===== config.mk =====
export PLATFORM = sky130hd
export DESIGN_NAME = rv32im_writeback
export DESIGN_NICKNAME = d
export VERILOG_FILES = /design/src/rtl/rv32im_writeback.sv
export SDC_FILE = /design/constraint.sdc
export NUM_CORES = 1
export LEC_CHECK = 0
export CAP_MARGIN = 10
export CORE_MARGIN = 2
export CORE_UTILIZATION = 40
export CTS_BUF_LIST = sky130_fd_sc_hd__clkbuf_8 sky130_fd_sc_hd__clkbuf_16
export CTS_CLUSTER_DIAMETER = 60
export DETAILED_ROUTE_END_ITERATION = 6
export PLACE_DENSITY = 0.78
export REMOVE_ABC_BUFFERS = 1
export SYNTH_ARGS = -nofsm -noshare
export SYNTH_HDL_FRONTEND = slang
export SYNTH_SLANG_ARGS = --single-unit

===== constraint.sdc =====
create_clock -name clk_i -period 5.05 [get_ports clk_i]
set_clock_uncertainty 0.1 [all_clocks]
set_input_delay 1.515 -clock clk_i [delete_from_list [all_inputs] [get_ports clk_i]]
set_output_delay 1.515 -clock clk_i [all_outputs]
set_load 0.1 [all_outputs]

===== src/rtl/rv32im_writeback.sv =====
// rv32im_writeback: collects ALU, multiply/divide and load results, grants one
// per cycle with fixed priority lsu > mdu > alu, drives the register file write
// port, tracks in-flight destinations in a busy scoreboard, and raises
// forwarding flags for the cycle in which the register file is being written.
module rv32im_writeback #(
    parameter int unsigned XLEN     = 32,
    parameter int unsigned REG_BITS = 5
) (
    input  logic                clk_i,
    input  logic                reset_i,

    // load/store unit result
    input  logic                lsu_valid_i,
    output logic                lsu_ready_o,
    input  logic [REG_BITS-1:0] lsu_rd_i,
    input  logic [XLEN-1:0]     lsu_data_i,

    // multiply/divide unit result
    input  logic                mdu_valid_i,
    output logic                mdu_ready_o,
    input  logic [REG_BITS-1:0] mdu_rd_i,
    input  logic [XLEN-1:0]     mdu_data_i,

    // ALU result
    input  logic                alu_valid_i,
    output logic                alu_ready_o,
    input  logic [REG_BITS-1:0] alu_rd_i,
    input  logic [XLEN-1:0]     alu_data_i,

    // issue hazard check
    input  logic                issue_valid_i,
    input  logic [REG_BITS-1:0] issue_rd_i,
    input  logic [REG_BITS-1:0] issue_rs1_i,
    input  logic [REG_BITS-1:0] issue_rs2_i,
    output logic                issue_stall_o,

    // register file write port
    output logic                write_o,
    output logic [REG_BITS-1:0] rd_addr_o,
    output logic [XLEN-1:0]     data_o,

    // register file read-port forwarding
    input  logic [REG_BITS-1:0] rs1_addr_i,
    input  logic [REG_BITS-1:0] rs2_addr_i,
    output logic                rs1_fwd_o,
    output logic                rs2_fwd_o
);

    localparam int unsigned NREG = 1 << REG_BITS;

    // grant / transfer
    logic                lsu_ready_s;
    logic                mdu_ready_s;
    logic                alu_ready_s;
    logic                xfer_s;
    logic [REG_BITS-1:0] xfer_rd_s;
    logic [XLEN-1:0]     xfer_data_s;

    // write port registers
    logic                write_r;
    logic [REG_BITS-1:0] rd_addr_r;
    logic [XLEN-1:0]     data_r;

    // scoreboard
    logic [NREG-1:0]     busy_r;
    logic [NREG-1:0]     set_mask_s;
    logic [NREG-1:0]     clr_mask_s;
    logic [NREG-1:0]     busy_nxt_s;
    logic                stall_s;
    logic                issue_accept_s;

    // Fixed-priority grant: only the highest-priority valid source sees ready; nothing is granted in reset.
    always_comb begin
        lsu_ready_s = 1'b0;
        mdu_ready_s = 1'b0;
        alu_ready_s = 1'b0;
        if (reset_i) begin
            lsu_ready_s = 1'b0;
        end else if (lsu_valid_i) begin
            lsu_ready_s = 1'b1;
        end else if (mdu_valid_i) begin
            mdu_ready_s = 1'b1;
        end else if (alu_valid_i) begin
            alu_ready_s = 1'b1;
        end else begin
            alu_ready_s = 1'b0;
        end
    end

    // Select the payload of the granted source; a grant always implies a transfer.
    always_comb begin
        xfer_s      = 1'b0;
        xfer_rd_s   = {REG_BITS{1'b0}};
        xfer_data_s = {XLEN{1'b0}};
        if (lsu_ready_s) begin
            xfer_s      = 1'b1;
            xfer_rd_s   = lsu_rd_i;
            xfer_data_s = lsu_data_i;
        end else if (mdu_ready_s) begin
            xfer_s      = 1'b1;
            xfer_rd_s   = mdu_rd_i;
            xfer_data_s = mdu_data_i;
        end else if (alu_ready_s) begin
            xfer_s      = 1'b1;
            xfer_rd_s   = alu_rd_i;
            xfer_data_s = alu_data_i;
        end else begin
            xfer_s      = 1'b0;
        end
    end

    // Register file write port: load address/data on a transfer, strobe only for rd != x0, otherwise hold.
    always_ff @(posedge clk_i) begin
        if (reset_i) begin
            write_r   <= 1'b0;
            rd_addr_r <= {REG_BITS{1'b0}};
            data_r    <= {XLEN{1'b0}};
        end else if (xfer_s) begin
            write_r   <= (xfer_rd_s != {REG_BITS{1'b0}});
            rd_addr_r <= xfer_rd_s;
            data_r    <= xfer_data_s;
        end else begin
            write_r   <= 1'b0;
        end
    end

    // Hazard check against the current busy state; a same-edge clear does not release the stall early.
    always_comb begin
        stall_s = 1'b0;
        if (issue_valid_i) begin
            stall_s = busy_r[issue_rs1_i] | busy_r[issue_rs2_i] | busy_r[issue_rd_i];
        end else begin
            stall_s = 1'b0;
        end
        issue_accept_s = issue_valid_i & ~stall_s & (issue_rd_i != {REG_BITS{1'b0}});
    end

    // Next busy state: clears from writebacks, then sets from accepted issues so set wins; x0 is never busy.
    always_comb begin
        set_mask_s = {NREG{1'b0}};
        clr_mask_s = {NREG{1'b0}};
        if (xfer_s) begin
            clr_mask_s[xfer_rd_s] = 1'b1;
        end else begin
            clr_mask_s = {NREG{1'b0}};
        end
        if (issue_accept_s) begin
            set_mask_s[issue_rd_i] = 1'b1;
        end else begin
            set_mask_s = {NREG{1'b0}};
        end
        busy_nxt_s    = (busy_r & ~clr_mask_s) | set_mask_s;
        busy_nxt_s[0] = 1'b0;
    end

    // Busy scoreboard register; reset wipes every in-flight destination.
    always_ff @(posedge clk_i) begin
        if (reset_i) begin
            busy_r <= {NREG{1'b0}};
        end else begin
            busy_r <= busy_nxt_s;
        end
    end

    assign lsu_ready_o   = lsu_ready_s;
    assign mdu_ready_o   = mdu_ready_s;
    assign alu_ready_o   = alu_ready_s;
    assign issue_stall_o = stall_s;
    assign write_o       = write_r;
    assign rd_addr_o     = rd_addr_r;
    assign data_o        = data_r;

    // rd_addr_o is never x0 while write_o is high, so x0 cannot forward.
    assign rs1_fwd_o = write_r & (rs1_addr_i == rd_addr_r);
    assign rs2_fwd_o = write_r & (rs2_addr_i == rd_addr_r);

endmodule

==> flow_metrics.tcl <==
set metrics [dict create \
    cts_tree "done" \
    hold_viol 0 \
    power.total_w 0.001674 \
    hpwl_mm 13.35 \
    drv_slew 0 \
    powerDensity_nw_per_um2 244.4 \
    dp_slack_ns -0.2281 \
    cp.required_ns 3.44 \
    cp-endpoint "issue_stall_o" \
    yosysTopAreaCell "dfxtp_1" \
    syn_inst 520 \
    h-tree-depth 3 \
    p_leak_nw 2.483 \
    worstSetupPathType "primary input to output port" \
    cts.path.max_buffers 2 \
    fp.coreArea_um2 10370 \
    synth_top_area_frac 0.3207 \
    avgRoutedWirePerCell_um 20.12 \
    timing.rr.start "busy_r[1]" \
    cts.sinks 69 \
    path_max_fanout 7 \
    yosys_warnings 0 \
    grt_max_degree 40 \
    syn_to_final_growth_pct 59.09 \
    ys_ff_latch 69 \
    die_area_um2 11610 \
    holdWs_ns 0.3570 \
    min_path_type "register to register" \
    gr-total-overflow 0 \
    vias 4931 \
    avgSynthCellArea_um2 8.282 \
    viasPerCell 5.707 \
    final_cell_area_um2 6852 \
    grt_pass1_vias 5067 \
    drive_above_1_share 0.1486 \
    ant_nets 0 \
    cts_inserted_buffers 9 \
    dpl_cell_area_um2 6543 \
    dr.pass1.iters 5 \
    setup_viol 0 \
    fin_crit_ns 4.924 \
    tns_ns 0 \
    grt_usage 0.3042 \
    period_share 0.9750 \
    clkTransAtPathRegs_ns 0.08 \
    async_reset_ff_frac 0 \
    arrival_ns 3.31 \
    r2r_cells 9 \
    rsz0062_at_grt "no" \
    fin_nets 864 \
    r2r_end "busy_r[30]" \
    slew_headroom 0.2370 \
    fp-row-count 37 \
    start_util 0.4153 \
    grt_pass1_wl_mm 26.80 \
    fillers 902 \
    status "finished clean" \
    reg2reg_slack_ns 2.41 \
    dr.first_iter.drc_count 327 \
    tightestPinTransition_ns 1.127 \
    peakVddDrop_uv 201.8 \
    netlist_area_um2 4307 \
    fmax_mhz 203.1 \
    critical_path.endpoint_type "output port" \
    synth_cell_types 46 \
    antenna_found_initial 1 \
    wl_mm 17.38 \
    clock_latency_ns 0.35 \
    port_buffers 185 \
    ios 186 \
    crit_path_start_kind "primary input" \
    synth-main-ff-cell "dfxtp_1" \
    root_buffer "clkbuf_8" \
    die_h_um 107.8 \
    yosysSeqAreaShare 0.3207 \
    die_x_um 107.8 \
    drv_cap 0 \
    drc 0 \
    fin_ws_ns 0.1263 \
    startpoint "issue_rs2_i[1]" \
    synth.area.top_cells "dfxtp_1 (32%), nor2b_1 (8.1%), a221oi_1 (7.1%)" \
    gp_congestion 0.9804 \
    synth_edf_count 0 \
]
==> kinds of logic after synthesis <==
family | after synthesis | synth area share
flip-flops | 69 | 0.3207
AND/OR/NAND/NOR | 214 | 0.2821
buffers and inverters | 54 | 0.05724
XOR/XNOR | 10 | 0.02034
AO/OA/AOI/OAI | 142 | 0.2167
multiplexers | 31 | 0.1028
==> worst min path at each step <==
stage	startpoint	end	slack [ns]	cells after the start
after floorplan	busy_r[15]	busy_r[15]	0.37	2
after global placement	data_o[10]	data_o[10]	0.34	2
after detailed placement	data_o[4]	data_o[4]	0.34	2
after CTS	data_o[10]	data_o[10]	0.36	2
after global routing	data_o[10]	data_o[10]	0.38	2
final	data_o[10]	data_o[10]	0.36	2
==> sequential cells by signal, indices dropped and copies added (netlist names) <==
register / count
write_o: 1
busy_r: 31
data_o: 32
rd_addr_o: 5
==> worst max-delay path, stage by stage <==
cell           delay (ns)
dlygate4sd2_1        0.27
buf_6                0.16
mux4_2               0.49
inv_1                0.08
a2111oi_2            0.06
buf_4                0.17
nor4_4               0.17
a41oi_2              0.19
buf_12               0.20
==> through the flow <==
step | utilization | std cells
finish | 0.6607 | 864
global route | 0.6607 | 864
CTS | 0.6589 | 863
detailed placement | 0.6309 | 841
global placement | 0.6309 | 841
floorplan | - | 476
==> layout make-up <==
cell class	count	area, um^2	area share
Multi-Input combinational cell	397	2743	0.4003
Inverter	10	37.54	0.005478
Timing Repair Buffer	235	2297	0.3353
Tap cell	136	170.2	0.02484
Sequential cell	69	1381	0.2016
Clock inverter	7	96.34	0.01406
Antenna cell	1	2.502	0.0003652
Clock buffer	9	123.9	0.01808
==> power by group <==
part	internal (W)	total (W)	leakage (nW)	switching (W)
combinational	0.000225	0.000573	1.80	0.000348
clock	0.000281	0.000508	0.114	0.000228
sequential	0.000572	0.000593	0.567	0.0000206
total	0.00108	0.00167	2.48	0.000596
==> cells in the mapped netlist (6+ instances only) <==
library cell / n
nor3_1: 13
nand3b_1: 18
inv_1: 10
nor4_1: 7
clkbuf_1: 32
nor2b_1: 56
a221oi_1: 35
xor2_1: 8
nand2b_1: 17
o21ai_0: 60
o21ai_1: 18
mux2i_1: 15
nor2_1: 7
mux2_2: 6
mux4_2: 10
dfxtp_1: 69
nand2_1: 67
==> layer usage <==
layer | vias up | part of all wire | wire length, um | global-route usage
met4 | 0 | 0.045 | 777 | 0.1575
met2 | 262 | 0.49 | 8460 | 0.5076
met1 | 2306 | 0.38 | 6585 | 0.3469
met5 | - | 0 | 0 | 0
li1 | 2309 | - | - | -
met3 | 54 | 0.090 | 1558 | 0.09625
==> repair_timing <==
item                                    in CTS  in global routing
setup buffers                                5                  0
resized for setup                           17                  6
endpoints found under the setup margin       1                  1
hold buffers                                 0                  0
gates cloned                                 1                  0
pin swaps                                    3                  2
==> cell usage in the layout, fill, tap and decap left out, drive strengths merged, types with 10 or more instances in the layout <==
| master | instances |
|---|---|
| clkdlybuf4s50 | 170 |
| o21ai | 81 |
| dfxtp | 69 |
| nand2 | 67 |
| nor2b | 57 |
| buf | 56 |
| a221oi | 36 |
| nand3b | 18 |
| nand2b | 17 |
| mux2i | 15 |
| nor3 | 13 |
| inv | 12 |
| mux4 | 10 |
| clkbuf | 10 |
No activity file was read; power rests on OpenSTA's default activity.
